### config.mk
export PLATFORM = sky130hd
export DESIGN_NAME = camera_frame_capture
export DESIGN_NICKNAME = d
export VERILOG_FILES = /design/src/rtl/camera_frame_capture.sv
export SDC_FILE = /design/constraint.sdc
export NUM_CORES = 1
export LEC_CHECK = 0
export BUFFER_PORTS_ARGS = -buffer_cell sky130_fd_sc_hd__clkbuf_2
export CORE_MARGIN = 2
export CORE_UTILIZATION = 63
export CTS_BUF_LIST = sky130_fd_sc_hd__clkbuf_4 sky130_fd_sc_hd__clkbuf_8
export CTS_CLUSTER_DIAMETER = 80
export CTS_CLUSTER_SIZE = 8
export DETAILED_ROUTE_END_ITERATION = 7
export MAX_ROUTING_LAYER = met4
export PLACE_DENSITY = 0.92
export SLEW_MARGIN = 20
export SYNTH_ARGS = -nofsm -noshare
export SYNTH_HDL_FRONTEND = slang
export SYNTH_SLANG_ARGS = --single-unit
### constraint.sdc
create_clock -name clk -period 8 [get_ports clk]
set_input_delay 1.6 -clock clk [delete_from_list [all_inputs] [get_ports clk]]
set_output_delay 1.6 -clock clk [all_outputs]
set_load 0.005 [all_outputs]
### src/rtl/camera_frame_capture.sv
`timescale 1ns/1ps
// OV7670 capture engine in the pclk domain: pairs bytes into RGB565, converts to
// RGB444 or 8-bit gray, decimates, and writes a ping-pong frame buffer.
module camera_frame_capture #(
  parameter int H_ACTIVE   = 640,
  parameter int V_ACTIVE   = 480,
  parameter int DECIM_LOG2 = 1,
  parameter int DOUBLE_BUF = 1,
  parameter int ADDR_W     = 18
) (
  input  logic              clk,
  input  logic              reset,
  input  logic              vsync,
  input  logic              href,
  input  logic [7:0]        D_data,
  input  logic              capture_en,
  input  logic              single_shot,
  input  logic              gray_mode,
  input  logic              clear_err,
  output logic [11:0]       save_data,
  output logic [ADDR_W-1:0] save_address,
  output logic              write_enable,
  output logic              frame_done,
  output logic              done_bank,
  output logic [15:0]       frame_count,
  output logic              busy,
  output logic              line_err,
  output logic              overflow
);
  localparam int FRAME_WORDS = (H_ACTIVE >> DECIM_LOG2) * (V_ACTIVE >> DECIM_LOG2);
  localparam logic [ADDR_W-1:0] FW_A = ADDR_W'(FRAME_WORDS);
  localparam logic [15:0] LINE_BYTES = 16'(2 * H_ACTIVE);
  localparam logic [15:0] V_LINES    = 16'(V_ACTIVE);
  localparam logic [15:0] DECIM_MASK = 16'((1 << DECIM_LOG2) - 1);

  typedef enum logic [1:0] {IDLE, ACTIVE, DONE, SKIP} state_t;
  state_t state_reg, state_next;

  logic              vsync_reg, vsync_prev, href_reg, href_prev, capture_en_reg;
  logic [7:0]        d_reg;
  logic              vsync_rise, vsync_fall, href_fall, armed, start_frame;
  logic              shot_used_reg, bank_reg, done_bank_reg, gray_reg;
  logic [15:0]       frame_count_reg;
  logic              phase_reg;
  logic [7:0]        hi_reg;
  logic [15:0]       x_reg, y_reg, byte_cnt_reg;
  logic [15:0]       pix_reg;
  logic              pix_valid_reg;
  logic [ADDR_W-1:0] index_reg, save_address_reg;
  logic [11:0]       save_data_reg, conv_data;
  logic              write_enable_reg, line_err_reg, overflow_reg;
  logic              line_err_event, overflow_event;
  logic [7:0]        r8, g8, b8;
  logic [17:0]       y_sum;

  // Edges are taken between the registered pin copy and its previous value.
  assign vsync_rise  = vsync_reg & ~vsync_prev;
  assign vsync_fall  = ~vsync_reg & vsync_prev;
  assign href_fall   = ~href_reg & href_prev;
  assign armed       = capture_en & ~(single_shot & shot_used_reg);
  assign start_frame = (state_reg == IDLE) && vsync_fall && armed;

  assign line_err_event = (state_reg == ACTIVE) && href_fall && (byte_cnt_reg != LINE_BYTES);
  assign overflow_event = (pix_valid_reg && (index_reg >= FW_A)) ||
                          ((state_reg == DONE) && (y_reg != V_LINES));

  always_comb begin
    state_next = state_reg;
    frame_done = 1'b0;
    busy       = 1'b0;
    done_bank  = done_bank_reg;
    case (state_reg)
      IDLE:   if (vsync_fall) state_next = armed ? ACTIVE : SKIP;
      ACTIVE: begin
        busy = 1'b1;
        if (vsync_rise) state_next = DONE;
      end
      DONE: begin
        frame_done = 1'b1;
        done_bank  = bank_reg;
        state_next = IDLE;
      end
      SKIP:   if (vsync_rise) state_next = IDLE;
      default: state_next = IDLE;
    endcase
  end

  always_ff @(posedge clk) begin
    if (reset) begin
      state_reg       <= IDLE;
      vsync_reg       <= 1'b0;
      vsync_prev      <= 1'b0;
      href_reg        <= 1'b0;
      href_prev       <= 1'b0;
      d_reg           <= 8'h00;
      capture_en_reg  <= 1'b0;
      shot_used_reg   <= 1'b0;
      bank_reg        <= 1'b0;
      done_bank_reg   <= 1'b0;
      frame_count_reg <= 16'h0000;
      line_err_reg    <= 1'b0;
      overflow_reg    <= 1'b0;
    end else begin
      state_reg      <= state_next;
      vsync_reg      <= vsync;
      vsync_prev     <= vsync_reg;
      href_reg       <= href;
      href_prev      <= href_reg;
      d_reg          <= D_data;
      capture_en_reg <= capture_en;
      if (capture_en && !capture_en_reg)
        shot_used_reg <= 1'b0;
      else if ((state_reg == DONE) && single_shot)
        shot_used_reg <= 1'b1;
      if (state_reg == DONE) begin
        done_bank_reg   <= bank_reg;
        frame_count_reg <= frame_count_reg + 16'd1;
        if (DOUBLE_BUF != 0) bank_reg <= ~bank_reg;
      end
      // A new error in the same cycle as clear_err keeps the flag set.
      if (line_err_event)  line_err_reg <= 1'b1;
      else if (clear_err)  line_err_reg <= 1'b0;
      if (overflow_event)  overflow_reg <= 1'b1;
      else if (clear_err)  overflow_reg <= 1'b0;
    end
  end

  // Byte pairing and line/pixel position tracking.
  always_ff @(posedge clk) begin
    if (reset) begin
      phase_reg     <= 1'b0;
      hi_reg        <= 8'h00;
      x_reg         <= 16'd0;
      y_reg         <= 16'd0;
      byte_cnt_reg  <= 16'd0;
      pix_reg       <= 16'h0000;
      pix_valid_reg <= 1'b0;
      gray_reg      <= 1'b0;
    end else begin
      pix_valid_reg <= 1'b0;
      if (start_frame) begin
        phase_reg    <= 1'b0;
        x_reg        <= 16'd0;
        y_reg        <= 16'd0;
        byte_cnt_reg <= 16'd0;
        gray_reg     <= gray_mode;
      end else if (state_reg == ACTIVE) begin
        if (href_reg) begin
          byte_cnt_reg <= byte_cnt_reg + 16'd1;
          phase_reg    <= ~phase_reg;
          if (!phase_reg) begin
            hi_reg <= d_reg;
          end else begin
            pix_reg       <= {hi_reg, d_reg};
            pix_valid_reg <= ((x_reg & DECIM_MASK) == 16'd0) && ((y_reg & DECIM_MASK) == 16'd0);
            x_reg         <= x_reg + 16'd1;
          end
        end else if (href_fall) begin
          x_reg        <= 16'd0;
          phase_reg    <= 1'b0;
          byte_cnt_reg <= 16'd0;
          y_reg        <= y_reg + 16'd1;
        end
      end
    end
  end

  always_comb begin
    r8    = {pix_reg[15:11], pix_reg[15:13]};
    g8    = {pix_reg[10:5], pix_reg[10:9]};
    b8    = {pix_reg[4:0], pix_reg[4:2]};
    y_sum = 18'd77 * 18'(r8) + 18'd150 * 18'(g8) + 18'd29 * 18'(b8);
    if (gray_reg) conv_data = {4'h0, 8'(y_sum >> 8)};
    else          conv_data = {pix_reg[15:12], pix_reg[10:7], pix_reg[4:1]};
  end

  // Write stage; the in-flight pixel still lands after the frame has ended.
  always_ff @(posedge clk) begin
    if (reset) begin
      index_reg        <= '0;
      write_enable_reg <= 1'b0;
      save_data_reg    <= 12'h000;
      save_address_reg <= '0;
    end else begin
      write_enable_reg <= 1'b0;
      save_data_reg    <= 12'h000;
      save_address_reg <= '0;
      if (start_frame) begin
        index_reg <= '0;
      end else if (pix_valid_reg && (index_reg < FW_A)) begin
        write_enable_reg <= 1'b1;
        save_data_reg    <= conv_data;
        save_address_reg <= (bank_reg ? FW_A : '0) + index_reg;
        index_reg        <= index_reg + 1'b1;
      end
    end
  end

  assign save_data    = save_data_reg;
  assign save_address = save_address_reg;
  assign write_enable = write_enable_reg;
  assign frame_count  = frame_count_reg;
  assign line_err     = line_err_reg;
  assign overflow     = overflow_reg;
endmodule

==> flow_results.xml, run 1 <==
<?xml version="1.0" encoding="UTF-8"?>
<metrics>
  <group name="yosys">
    <metric name="edff_count_synth" unit="">0</metric>
    <metric name="synth_seq_cells" unit="">145</metric>
    <metric name="syn_area" unit="sq mm">0.00861</metric>
    <metric name="synth_cells" unit="">927</metric>
    <metric name="synth_top_flop_cell" unit="">dfxtp_1</metric>
    <metric name="synth_cell_type_count" unit="">56</metric>
    <metric name="ys_async_sr_fraction" unit="%">0</metric>
    <metric name="yosysSeqAreaShare" unit="%">33.7</metric>
    <metric name="avg_inst_size_synth" unit="sq um">9.28</metric>
    <metric name="yosysWarningCount" unit="">0</metric>
    <metric name="mappedNetlistNets" unit="">1092</metric>
  </group>
  <group name="sta">
    <metric name="setup-tns-final" unit="ns">0</metric>
    <metric name="unrepaired_setup_endpoints_after_global_routing" unit="">false</metric>
    <metric name="finalClockSkew" unit="ns">0.0123</metric>
    <metric name="tightestPinTransition" unit="ns">0.748</metric>
    <metric name="post-route-min-period" unit="ns">6.81</metric>
    <metric name="timing.fmax" unit="GHz">0.147</metric>
    <metric name="finalCritPeriodShare" unit="%">85.1</metric>
    <metric name="timing.slew.headroom" unit="%">50.1</metric>
    <metric name="hold_slack" unit="ns">0.451</metric>
    <metric name="hold_viol" unit="">0</metric>
    <metric name="drv_slew" unit="">0</metric>
    <metric name="final-setup-viol-count" unit="">0</metric>
  </group>
  <group name="placement">
    <metric name="gp_congestion" unit="">0.942</metric>
    <metric name="place.port_buffers" unit="">67</metric>
    <metric name="detail_placement_hpwl" unit="mm">13.2</metric>
  </group>
  <group name="detailed_routing">
    <metric name="postRouteAntennaNets" unit="">0</metric>
    <metric name="avgRoutedWirePerCell" unit="um">16.0</metric>
    <metric name="detailedRoute.firstPassIterationCount" unit="">5</metric>
    <metric name="drt_wl_total" unit="mm">18.8</metric>
    <metric name="route.vias.total" unit="">6602</metric>
    <metric name="detail_route.drc_violations" unit="">0</metric>
    <metric name="avgViaCountPerCell" unit="">5.59</metric>
    <metric name="initialDrtViolationCount" unit="">399</metric>
  </group>
  <group name="cts">
    <metric name="cts_tree" unit="">built</metric>
    <metric name="cts_buffers" unit="">17</metric>
    <metric name="clkTransAtPathRegs" unit="ns">0.09</metric>
    <metric name="htreeDepth" unit="">4</metric>
    <metric name="clock_tree.buffer_depth" unit="">2</metric>
    <metric name="later_pin_clock_latency_in_the_skew_report" unit="ns">0.47</metric>
    <metric name="cts.root.buffer_cell" unit="">clkbuf_8</metric>
    <metric name="ctsResizeCount" unit="">0</metric>
    <metric name="holdBufCountCts" unit="">0</metric>
    <metric name="postCtsSetupRepairBufs" unit="">0</metric>
    <metric name="clock-sinks" unit="">145</metric>
  </group>
  <group name="die">
    <metric name="dieArea" unit="sq mm">0.0146</metric>
    <metric name="initial_utilization" unit="%">64.7</metric>
    <metric name="ios" unit="">68</metric>
    <metric name="coreArea" unit="sq mm">0.0133</metric>
    <metric name="fp.dieW" unit="um">121</metric>
    <metric name="fp-row-count" unit="">42</metric>
    <metric name="floorplan.die.height" unit="um">121</metric>
  </group>
  <group name="worst_setup_path">
    <metric name="cp_cell_instances" unit="">ha_1 -&gt; ha_1 -&gt; ha_1 -&gt; inv_1 -&gt; fa_1 -&gt; inv_1 -&gt; ha_1 -&gt; nand2_1 -&gt; a2bb2oi_1 -&gt; nor2b_1 -&gt; xnor2_1 -&gt; fa_1 -&gt; fa_1 -&gt; inv_1 -&gt; fa_1 -&gt; fa_1 -&gt; inv_1 -&gt; ha_1 -&gt; a21o_1 -&gt; a21oi_1 -&gt; a21oi_1 -&gt; or2_2 -&gt; or3_1 -&gt; nand3_1</metric>
    <metric name="worst_ep_required_time" unit="ns">8.41</metric>
    <metric name="crit_path_top_delay_cell" unit="">fa_1</metric>
    <metric name="r2r.worst_path.cells" unit="">24</metric>
    <metric name="worstReg2RegStart" unit="">pix_reg[8]$_SDFFE_PP0P_</metric>
    <metric name="rr_endpoint" unit="">save_data[3]$_SDFF_PP0_</metric>
    <metric name="criticalPathCategory" unit="">register to register</metric>
    <metric name="critPathMaxFanout" unit="">6</metric>
    <metric name="timing.critical_path.from_type" unit="">register</metric>
    <metric name="r2r_setup_slack" unit="ns">1.19</metric>
    <metric name="data_arrival_time_of_the_worst_path" unit="ns">7.22</metric>
    <metric name="endpoint_kind" unit="">register</metric>
    <metric name="crit_path_start" unit="">pix_reg[8]$_SDFFE_PP0P_</metric>
    <metric name="critPathMaxStageDelay" unit="ns">0.54</metric>
  </group>
  <group name="grt">
    <metric name="gr-total-overflow" unit="">0</metric>
    <metric name="globalRouteTotalUtil" unit="%">27.8</metric>
    <metric name="grt_start_max_net_pins" unit="">63</metric>
    <metric name="first_global_vias" unit="">6639</metric>
    <metric name="grt_pass1_wl" unit="mm">31.0</metric>
    <metric name="grt_antenna_before_repair" unit="">0</metric>
  </group>
  <group name="worst_hold_path">
    <metric name="number_of_cells_traversed_by_the_worst_hold_path" unit="">2</metric>
    <metric name="holdPathEnd" unit="">pix_reg[10]$_SDFFE_PP0P_</metric>
    <metric name="worstHoldStart" unit="">hi_reg[2]$_SDFFE_PP0P_</metric>
    <metric name="worst_hold_path_type" unit="">register to register</metric>
  </group>
  <group name="final_layout">
    <metric name="final_layout_size_suffix_gt1_share" unit="%">11.6</metric>
    <metric name="area_growth" unit="%">10.8</metric>
    <metric name="most_common_library_cell_in_the_layout_ignoring_fill_and_taps" unit="">dfxtp_1</metric>
    <metric name="antenna_cells" unit="">0</metric>
    <metric name="mostFrequentLayoutCells" unit="">dfxtp_1, inv_1, nor2_1, ha_1, nand2_1</metric>
    <metric name="multi_input_area" unit="sq mm">0.00521</metric>
    <metric name="fillers" unit="">872</metric>
    <metric name="final_nets" unit="">1156</metric>
    <metric name="regArea" unit="sq mm">0.00290</metric>
  </group>
  <group name="power">
    <metric name="powerDensity" unit="mW/mm^2">150</metric>
    <metric name="worst_ir_drop_vdd" unit="V">0.000152</metric>
    <metric name="cellLeakagePower" unit="nW">4.57</metric>
  </group>
  <group name="outcome">
    <metric name="status" unit="">complete, no violations</metric>
  </group>
  <group name="run">
    <metric name="drv_cap" unit="">0</metric>
  </group>
</metrics>
-- stage by stage --
| step | total power (W) | utilization [%] | cells | worst slack (ns) | instance area (sq um) |
|---|---|---|---|---|---|
| floorplan | 0.000764 | - | 927 | 1.74 | 8610 |
| global placement | 0.000771 | 68.2 | 1148 | 1.56 | 9070 |
| detailed placement | 0.000772 | 68.2 | 1148 | 1.28 | 9070 |
| CTS | 0.00143 | 71.7 | 1180 | 1.25 | 9530 |
| global route | 0.00147 | 71.7 | 1180 | 0.888 | 9530 |
| finish | 0.00143 | 71.7 | 1180 | 1.19 | 9530 |
-- cell type report --
cell class | instances | share of cell area [%]
Clock buffer | 19 | 2.68
Timing Repair Buffer | 71 | 3.83
Sequential cell | 145 | 30.4
Multi-Input combinational cell | 656 | 54.6
Inverter | 100 | 3.94
Clock inverter | 13 | 2.17
Tap cell | 176 | 2.31
-- power by group --
part	leakage, nW	internal [W]	switching [W]	total [W]
sequential	1.17	0.000726	0.00000436	0.000730
clock	0.230	0.000383	0.000293	0.000676
combinational	3.16	0.00000948	0.0000157	0.0000252
-- worst max path at each step --
| stage | end | slack (ns) | cells after the start |
|---|---|---|---|
| 3_5_place_dp | save_data[3]$_SDFF_PP0_ | 1.28 | 24 |
| 3_3_place_gp | save_data[3]$_SDFF_PP0_ | 1.56 | 24 |
| 6_report | save_data[3]$_SDFF_PP0_ | 1.19 | 24 |
| 2_1_floorplan | save_data[3]$_SDFF_PP0_ | 1.74 | 24 |
| 4_1_cts | save_data[3]$_SDFF_PP0_ | 1.25 | 24 |
| 5_1_grt | save_data[3]$_SDFF_PP0_ | 0.89 | 24 |
-- layer usage --
metal / share of wire (%) / track usage [%]
met5: 0 / -
met3: 6.9 / 5.87
met4: 2.9 / 10.6
met1: 42 / 33.4
met2: 49 / 46.0
-- critical path: cells and delay by family (launching register included) --
kind	cells	cell delay, ns
xor gates and xnor gates	1	0.16
DFF	1	0.47
adders and majority gates	10	4.07
AOI/OAI and AO/OA	4	0.79
and+or+nand+nor	5	1.09
buffers and inverters	4	0.20
-- synth_stat cells, types with 5 or more instances --
cell      instances  share of area, %
a21o_1            8              0.70
a21oi_1          55               3.2
and2_1           12              0.87
and3_1           14               1.0
clkbuf_1         19              0.83
dfxtp_1         145                34
fa_1             55                13
ha_1             94                14
inv_1           100               4.4
mux2i_1           5              0.58
nand2_1          91               4.0
nand3_1          27               1.6
nand4_1          12              0.87
nor2_1           95               4.1
nor2b_1          23               1.7
nor3_1            8              0.47
o21ai_0          13              0.76
or3_1             8              0.58
xnor2_1          21               2.1
xor2_1           54               5.5
-- cells by family after synthesis --
group	Yosys count	synth area share, %
compound gates	106	7.60
xor+xnor	76	7.89
fa+ha+maj	149	26.5
buf+inv	126	5.74
flops	145	33.7
mux	6	0.712
simple gates	319	17.9
(Power assumes the default switching activity.)
==> run 2: changes to the inputs <==
Settings changed: ABC_AREA set to 1, RECOVER_POWER set to 50.
==> run 2 against run 1 <==
Net effect: sequential share of layout area is 1.8 points lower; die area grew 7.7%; sequential cell count unchanged; setup slack improved by 0.55 ns; utilization is 1.8 points lower; combinational power is 41% higher; routed wire length grew 7.3%; worst hold slack improved by 0.0065 ns; largest power group unchanged.
==> flow_results.xml, run 2 <==
<?xml version="1.0" encoding="UTF-8"?>
<metrics>
  <group name="sta">
    <metric name="finalClockSkew" unit="ns">0.0135</metric>
    <metric name="unrepaired_setup_endpoints_after_global_routing" unit="">false</metric>
    <metric name="timing.fmax" unit="GHz">0.160</metric>
    <metric name="post-route-min-period" unit="ns">6.26</metric>
    <metric name="hold_viol" unit="">0</metric>
    <metric name="worst_slack" unit="ns">1.74</metric>
    <metric name="final-setup-viol-count" unit="">0</metric>
    <metric name="tightestPinTransition" unit="ns">1.19</metric>
    <metric name="hold_slack" unit="ns">0.457</metric>
    <metric name="timing.slew.headroom" unit="%">20.5</metric>
    <metric name="setup-tns-final" unit="ns">0</metric>
    <metric name="drv_slew" unit="">0</metric>
    <metric name="finalCritPeriodShare" unit="%">78.2</metric>
  </group>
  <group name="cts">
    <metric name="later_pin_clock_latency_in_the_skew_report" unit="ns">0.46</metric>
    <metric name="clock_tree.buffer_depth" unit="">2</metric>
    <metric name="clock-sinks" unit="">145</metric>
    <metric name="cts_tree" unit="">built</metric>
    <metric name="ctsResizeCount" unit="">0</metric>
    <metric name="holdBufCountCts" unit="">0</metric>
    <metric name="postCtsSetupRepairBufs" unit="">0</metric>
    <metric name="htreeDepth" unit="">4</metric>
    <metric name="cts_buffers" unit="">17</metric>
    <metric name="clkTransAtPathRegs" unit="ns">0.08</metric>
    <metric name="cts.root.buffer_cell" unit="">clkbuf_8</metric>
  </group>
  <group name="yosys">
    <metric name="synth_top_family_by_area" unit="">adder cells</metric>
    <metric name="yosys-mux-area-fraction" unit="%">0</metric>
    <metric name="post_synth_and_or_nand_nor_area_fraction" unit="%">22.2</metric>
    <metric name="synth_compound_gate_area_share" unit="%">9.88</metric>
    <metric name="synth_seq_cells" unit="">145</metric>
    <metric name="edff_count_synth" unit="">0</metric>
    <metric name="synth_cell_type_count" unit="">42</metric>
    <metric name="yosysTopAreaCellShare" unit="%">31.2</metric>
    <metric name="netlist_top_cells_count" unit="">inv_1, nand2_1, dfxtp_1</metric>
    <metric name="synthTopCellsByArea" unit="">dfxtp_1, ha_1, fa_1, inv_1, nand2_1</metric>
    <metric name="mappedNetlistNets" unit="">1368</metric>
    <metric name="post_synthesis_share_of_cell_area_spent_on_full_adders_half_adders_and_majority_gates" unit="%">24.5</metric>
    <metric name="yosysWarningCount" unit="">0</metric>
    <metric name="avg_inst_size_synth" unit="sq um">7.72</metric>
    <metric name="cell_type_with_the_largest_total_area_after_synthesis" unit="">dfxtp_1</metric>
    <metric name="ys_async_sr_fraction" unit="%">0</metric>
    <metric name="post-synth-top-count-cell" unit="">inv_1</metric>
    <metric name="synth_cells" unit="">1203</metric>
    <metric name="syn_area" unit="sq mm">0.00929</metric>
    <metric name="yosysSeqAreaShare" unit="%">31.2</metric>
    <metric name="synth_top_flop_cell" unit="">dfxtp_1</metric>
    <metric name="synth_area_in_xor_xnor" unit="%">1.98</metric>
  </group>
  <group name="die">
    <metric name="coreArea" unit="sq mm">0.0145</metric>
    <metric name="fp-row-count" unit="">44</metric>
    <metric name="ios" unit="">68</metric>
    <metric name="initial_utilization" unit="%">64.2</metric>
    <metric name="floorplan.die.height" unit="um">125</metric>
    <metric name="dieArea" unit="sq mm">0.0157</metric>
    <metric name="fp.dieW" unit="um">125</metric>
  </group>
  <group name="placement">
    <metric name="gp_congestion" unit="">0.934</metric>
    <metric name="detail_placement_hpwl" unit="mm">15.8</metric>
    <metric name="place_worst_setup_slack" unit="ns">1.79</metric>
    <metric name="dpl_cell_area" unit="sq mm">0.00977</metric>
    <metric name="place.port_buffers" unit="">67</metric>
    <metric name="place.detailed.instances" unit="">1433</metric>
  </group>
  <group name="power">
    <metric name="intPower" unit="W">0.00103</metric>
    <metric name="worst_ir_drop_vdd" unit="V">0.000231</metric>
    <metric name="power.share.clock" unit="%">43.1</metric>
    <metric name="combPwrFrac" unit="%">2.6</metric>
    <metric name="total_switching_power" unit="W">0.000319</metric>
    <metric name="cellLeakagePower" unit="nW">4.82</metric>
    <metric name="seq_power_share" unit="%">54.3</metric>
    <metric name="powerDensity" unit="mW/mm^2">133</metric>
    <metric name="switching_share" unit="%">23.7</metric>
  </group>
  <group name="final_layout">
    <metric name="final_nets" unit="">1433</metric>
    <metric name="finish.cell_count_without_fillers" unit="">1465</metric>
    <metric name="final_layout_size_suffix_gt1_share" unit="%">8.59</metric>
    <metric name="fillers" unit="">1105</metric>
    <metric name="most_common_library_cell_in_the_layout_ignoring_fill_and_taps" unit="">inv_1</metric>
    <metric name="area_growth" unit="%">9.01</metric>
    <metric name="antenna_cells" unit="">0</metric>
    <metric name="mostFrequentLayoutCells" unit="">inv_1, nand2_1, dfxtp_1, nor2_1, a21oi_1</metric>
    <metric name="finish.instance_area" unit="sq mm">0.0101</metric>
  </group>
  <group name="detailed_routing">
    <metric name="avgViaCountPerCell" unit="">5.44</metric>
    <metric name="route.vias.total" unit="">7964</metric>
    <metric name="avgRoutedWirePerCell" unit="um">13.8</metric>
    <metric name="detail_route.drc_violations" unit="">0</metric>
    <metric name="drt_wl_total" unit="mm">20.2</metric>
    <metric name="initialDrtViolationCount" unit="">565</metric>
    <metric name="detailedRoute.firstPassIterationCount" unit="">5</metric>
    <metric name="postRouteAntennaNets" unit="">0</metric>
  </group>
  <group name="grt">
    <metric name="gr-total-overflow" unit="">0</metric>
    <metric name="grt_antenna_before_repair" unit="">0</metric>
    <metric name="globalRouteTotalUtil" unit="%">27.5</metric>
    <metric name="grt_start_max_net_pins" unit="">40</metric>
    <metric name="first_global_vias" unit="">7883</metric>
    <metric name="grt_pass1_wl" unit="mm">34.4</metric>
  </group>
  <group name="worst_hold_path">
    <metric name="worst_hold_path_type" unit="">register to register</metric>
  </group>
  <group name="outcome">
    <metric name="status" unit="">complete, no violations</metric>
  </group>
  <group name="worst_setup_path">
    <metric name="timing.critical_path.from_type" unit="">register</metric>
    <metric name="endpoint_kind" unit="">register</metric>
    <metric name="critPathMaxFanout" unit="">9</metric>
    <metric name="data_arrival_time_of_the_worst_path" unit="ns">6.58</metric>
    <metric name="worst_ep_required_time" unit="ns">8.33</metric>
    <metric name="criticalPathCategory" unit="">register to register</metric>
  </group>
  <group name="run">
    <metric name="drv_cap" unit="">0</metric>
  </group>
</metrics>
==> run 2: cell count changes after synthesis, moves of 13 or more <==
cell	delta
inv_1	+122
nor2b_1	-23
xor2_1	-39
nand2_1	+101
nand3_1	+24
nor2_1	+39
nor3_1	+17
xnor2_1	-15
a21oi_1	+44
and3_1	-13
o21ai_0	+48
==> run 2: path summary, 6_finish.rpt <==
check	from	slack (ns)	endpoint	cells after the start
hold / removal	shot_used_reg$_SDFFE_PP0P_	0.46	shot_used_reg$_SDFFE_PP0P_	2
hold reg to reg	shot_used_reg$_SDFFE_PP0P_	0.46	shot_used_reg$_SDFFE_PP0P_	2
setup reg to reg	pix_reg[9]$_SDFFE_PP0P_	1.74	save_data[6]$_SDFF_PP0_	24
setup / recovery	pix_reg[9]$_SDFFE_PP0P_	1.74	save_data[6]$_SDFF_PP0_	24
==> run 2: power by group through the flow <==
| stage | logic [W] | clock network (W) | registers [W] |
|---|---|---|---|
| floorplan | 0.0000257 | 0 | 0.000746 |
| global placement | 0.0000347 | 0 | 0.000748 |
| detailed placement | 0.0000360 | 0 | 0.000748 |
| CTS | 0.0000364 | 0.000592 | 0.000731 |
| global route | 0.0000405 | 0.000624 | 0.000732 |
| finish | 0.0000355 | 0.000580 | 0.000731 |
==> run 2: worst max-delay path, stage by stage, from the launching register on <==
cell and delay [ns]:
dfxtp_1 0.56, ha_1 0.31, ha_1 0.27, inv_1 0.05
fa_1 0.50, fa_1 0.51, inv_1 0.04, ha_1 0.35
nand2_1 0.09, nand2_1 0.06, a31oi_1 0.17, xnor2_1 0.15
ha_1 0.27, fa_1 0.51, inv_1 0.05, fa_1 0.46
fa_1 0.54, inv_1 0.04, ha_1 0.35, a21oi_1 0.20
o21ai_0 0.15, a21oi_1 0.21, a21oi_1 0.11, nor2_1 0.11
nor2_1 0.05
==> run 2: logic make-up after synthesis <==
kind of cell | count (synthesis)
flops | 145
buf+inv | 248
simple gates | 464
compound gates | 176
xor+xnor | 21
fa+ha+maj | 149
==> run 2: layout make-up <==
| class | instances | area [sq um] | share of cell area, % |
|---|---|---|---|
| clock buffer | 19 | 249 | 2.46 |
| clock inverter | 13 | 151 | 1.49 |
| inverter | 227 | 852 | 8.41 |
| multi-input combinational | 810 | 5430 | 53.6 |
| sequential | 145 | 2900 | 28.7 |
| tap | 184 | 230 | 2.27 |
| timing repair buffer | 67 | 314 | 3.10 |
==> run 2: metal layers <==
metal	vias to the layer above	wire (um)	track usage, %
met4	0	381	8.30
met5	-	0	-
met3	35	1000	5.31
met2	218	9970	47.4
met1	3747	8840	32.5
li1	3964	-	-
==> run 2: stage by stage <==
stage	total power [W]	util (%)
finish	0.00135	70.0
global route	0.00140	70.0
CTS	0.00136	70.2
detailed placement	0.000784	67.4
global placement	0.000783	67.4
floorplan	0.000772	-
==> run 3: changes to the inputs <==
Settings changed: CORE_UTILIZATION 63 to 57, PLACE_DENSITY 0.92 to 0.88.
Clock period 8 ns to 5.64 ns, I/O delays scaled along.
==> run 3 against run 2 <==
Net effect: the flow now finishes with violations (setup timing); sequential power increased by 42%; die area increased by 10%; global-route usage decreased by 2.3 points; setup slack worse by 1.8 ns; combinational power increased by 44%; first-iteration DRC count is 2.5% lower; utilization decreased by 3.1 points; total power increased by 45%; cell count up 3.3%; worst hold slack better by 0.0098 ns; non-clock buffer count is 17 higher; critical path type unchanged.
==> flow_results.xml, run 3 (synthesis gave the netlist of run 2 again) <==
<?xml version="1.0" encoding="UTF-8"?>
<metrics>
  <group name="final_layout">
    <metric name="fin_util" unit="%">66.9</metric>
    <metric name="area_growth" unit="%">14.3</metric>
    <metric name="most_common_library_cell_in_the_layout_ignoring_fill_and_taps" unit="">inv_1</metric>
    <metric name="final_layout_size_suffix_gt1_share" unit="%">14.5</metric>
    <metric name="fillers" unit="">1284</metric>
    <metric name="antenna_cells" unit="">0</metric>
    <metric name="final_nets" unit="">1450</metric>
    <metric name="mostFrequentLayoutCells" unit="">inv_1, nand2_1, dfxtp_1, nor2_1, a21oi_1</metric>
  </group>
  <group name="power">
    <metric name="switching_share" unit="%">23.1</metric>
    <metric name="total_power_of_the_final_layout" unit="W">0.00195</metric>
    <metric name="powerDensity" unit="mW/mm^2">184</metric>
    <metric name="intPower" unit="W">0.00150</metric>
    <metric name="worst_ir_drop_vdd" unit="V">0.000187</metric>
    <metric name="seq_power_share" unit="%">53.1</metric>
    <metric name="total_switching_power" unit="W">0.000452</metric>
    <metric name="combPwrFrac" unit="%">2.6</metric>
    <metric name="power.share.clock" unit="%">44.3</metric>
    <metric name="cellLeakagePower" unit="nW">4.93</metric>
  </group>
  <group name="sta">
    <metric name="final-setup-viol-count" unit="">1</metric>
    <metric name="post-route-min-period" unit="ns">5.65</metric>
    <metric name="worst_slack" unit="ns">-0.0132</metric>
    <metric name="hold_viol" unit="">0</metric>
    <metric name="drv_slew" unit="">0</metric>
    <metric name="finalClockSkew" unit="ns">0.0146</metric>
    <metric name="timing.fmax" unit="GHz">0.177</metric>
    <metric name="setup-tns-final" unit="ns">-0.0132</metric>
    <metric name="unrepaired_setup_endpoints_after_global_routing" unit="">true</metric>
    <metric name="tightestPinTransition" unit="ns">1.17</metric>
    <metric name="timing.slew.headroom" unit="%">21.8</metric>
    <metric name="finalCritPeriodShare" unit="%">100</metric>
  </group>
  <group name="cts">
    <metric name="htreeDepth" unit="">4</metric>
    <metric name="clock_tree.buffer_depth" unit="">2</metric>
    <metric name="clkTransAtPathRegs" unit="ns">0.08</metric>
    <metric name="cts.root.buffer_cell" unit="">clkbuf_8</metric>
    <metric name="clock-sinks" unit="">145</metric>
    <metric name="later_pin_clock_latency_in_the_skew_report" unit="ns">0.46</metric>
    <metric name="cts_tree" unit="">built</metric>
    <metric name="cts_buffers" unit="">17</metric>
  </group>
  <group name="die">
    <metric name="initial_utilization" unit="%">58.5</metric>
    <metric name="dieArea" unit="sq mm">0.0173</metric>
    <metric name="fp.dieW" unit="um">132</metric>
    <metric name="floorplan.die.height" unit="um">132</metric>
    <metric name="ios" unit="">68</metric>
    <metric name="coreArea" unit="sq mm">0.0159</metric>
    <metric name="fp-row-count" unit="">46</metric>
  </group>
  <group name="worst_setup_path">
    <metric name="endpoint_kind" unit="">register</metric>
    <metric name="data_arrival_time_of_the_worst_path" unit="ns">5.98</metric>
    <metric name="worst_ep_required_time" unit="ns">5.97</metric>
    <metric name="criticalPathCategory" unit="">register to register</metric>
    <metric name="timing.critical_path.from_type" unit="">register</metric>
    <metric name="r2r.worst_path.cells" unit="">24</metric>
    <metric name="critPathMaxFanout" unit="">4</metric>
  </group>
  <group name="run">
    <metric name="drv_cap" unit="">0</metric>
  </group>
  <group name="grt">
    <metric name="grt_pass1_wl" unit="mm">34.6</metric>
    <metric name="gr-total-overflow" unit="">0</metric>
    <metric name="grt_antenna_before_repair" unit="">0</metric>
    <metric name="grt_start_max_net_pins" unit="">40</metric>
    <metric name="first_global_vias" unit="">7573</metric>
    <metric name="globalRouteTotalUtil" unit="%">25.1</metric>
  </group>
  <group name="detailed_routing">
    <metric name="drt_wl_total" unit="mm">21.8</metric>
    <metric name="avgRoutedWirePerCell" unit="um">14.4</metric>
    <metric name="detail_route.drc_violations" unit="">0</metric>
    <metric name="route.vias.total" unit="">8054</metric>
    <metric name="detailedRoute.firstPassIterationCount" unit="">5</metric>
    <metric name="postRouteAntennaNets" unit="">0</metric>
    <metric name="avgViaCountPerCell" unit="">5.32</metric>
    <metric name="initialDrtViolationCount" unit="">551</metric>
  </group>
  <group name="placement">
    <metric name="detail_placement_hpwl" unit="mm">15.7</metric>
    <metric name="place_worst_setup_slack" unit="ns">-0.232</metric>
    <metric name="place.port_buffers" unit="">67</metric>
    <metric name="gp_congestion" unit="">0.932</metric>
  </group>
  <group name="worst_hold_path">
    <metric name="worst_hold_path_type" unit="">register to register</metric>
    <metric name="number_of_cells_traversed_by_the_worst_hold_path" unit="">1</metric>
  </group>
  <group name="outcome">
    <metric name="status" unit="">finished with violations</metric>
    <metric name="failed_checks" unit="">setup timing</metric>
  </group>
</metrics>
==> run 3: cell count changes in the layout (fill, tap and decap cells not counted), sizes merged <==
| cell | delta |
|---|---|
| clkbuf | -1 |
| bufinv | +1 |
| buf | +17 |
==> run 3: timing repair <==
| action | CTS | global route |
|---|---|---|
| hold buffers | 0 | 0 |
| resized for setup | 13 | 58 |
| setup endpoints to repair | 7 | 8 |
| buffers inserted | 2 | 3 |
| pin swaps | 22 | 30 |
==> run 3: final cells by class <==
cell class | instances | area (sq um) | share of cell area [%]
Inverter | 227 | 852 | 8.02
Multi-Input combinational cell | 810 | 5720 | 53.9
Clock buffer | 18 | 248 | 2.33
Tap cell | 216 | 270 | 2.54
Clock inverter | 14 | 175 | 1.65
Timing Repair Buffer | 84 | 447 | 4.20
Sequential cell | 145 | 2910 | 27.4
==> run 3: power by group through the flow <==
stage / clock network [W] / registers (W) / logic, W
after CTS: 0.000887 / 0.00104 / 0.0000517
after global placement: 0 / 0.00106 / 0.0000500
after floorplan: 0 / 0.00106 / 0.0000365
after global routing: 0.000936 / 0.00104 / 0.0000580
final: 0.000866 / 0.00104 / 0.0000512
after detailed placement: 0 / 0.00106 / 0.0000509
==> run 3: through the flow <==
| stage | cells | instance area [sq um] | hold WS (ns) |
|---|---|---|---|
| global placement | 1477 | 9910 | 0.441 |
| global route | 1514 | 10600 | 0.481 |
| CTS | 1511 | 10400 | 0.459 |
| finish | 1514 | 10600 | 0.467 |
| detailed placement | 1477 | 9910 | 0.446 |
| floorplan | 1203 | 9310 | 0.412 |
==> run 3: path summary, 6_finish.rpt <==
kind	from	endpoint	slack [ns]
worst max register to register	pix_reg[7]$_SDFFE_PP0P_	save_data[6]$_SDFF_PP0_	-0.01
worst min-delay path	x_reg[0]$_SDFFE_PP0P_	pix_valid_reg$_SDFF_PP0_	0.47
worst min register to register	x_reg[0]$_SDFFE_PP0P_	pix_valid_reg$_SDFF_PP0_	0.47
worst max-delay path	pix_reg[7]$_SDFFE_PP0P_	save_data[6]$_SDFF_PP0_	-0.01
==> run 3: worst max-delay path, cell delays in order, from the launching register on <==
cell,delay [ns]
dfxtp_2,0.34
ha_4,0.25
ha_4,0.27
inv_2,0.04
fa_1,0.48
fa_1,0.51
inv_2,0.05
ha_4,0.26
buf_4,0.14
a31oi_4,0.17
xnor2_1,0.14
ha_1,0.26
fa_1,0.50
inv_1,0.05
fa_1,0.45
fa_1,0.51
inv_2,0.05
ha_4,0.30
nand2_1,0.12
nor2_1,0.23
nand3_1,0.13
nand3_1,0.08
nand2_1,0.05
nor2_1,0.09
nor2_1,0.04
==> run 3: metal layers <==
layer	GRT usage, %	wire (um)
met5	-	0
met4	8.45	523
met3	5.67	1280
met2	42.3	10600
met1	29.9	9370
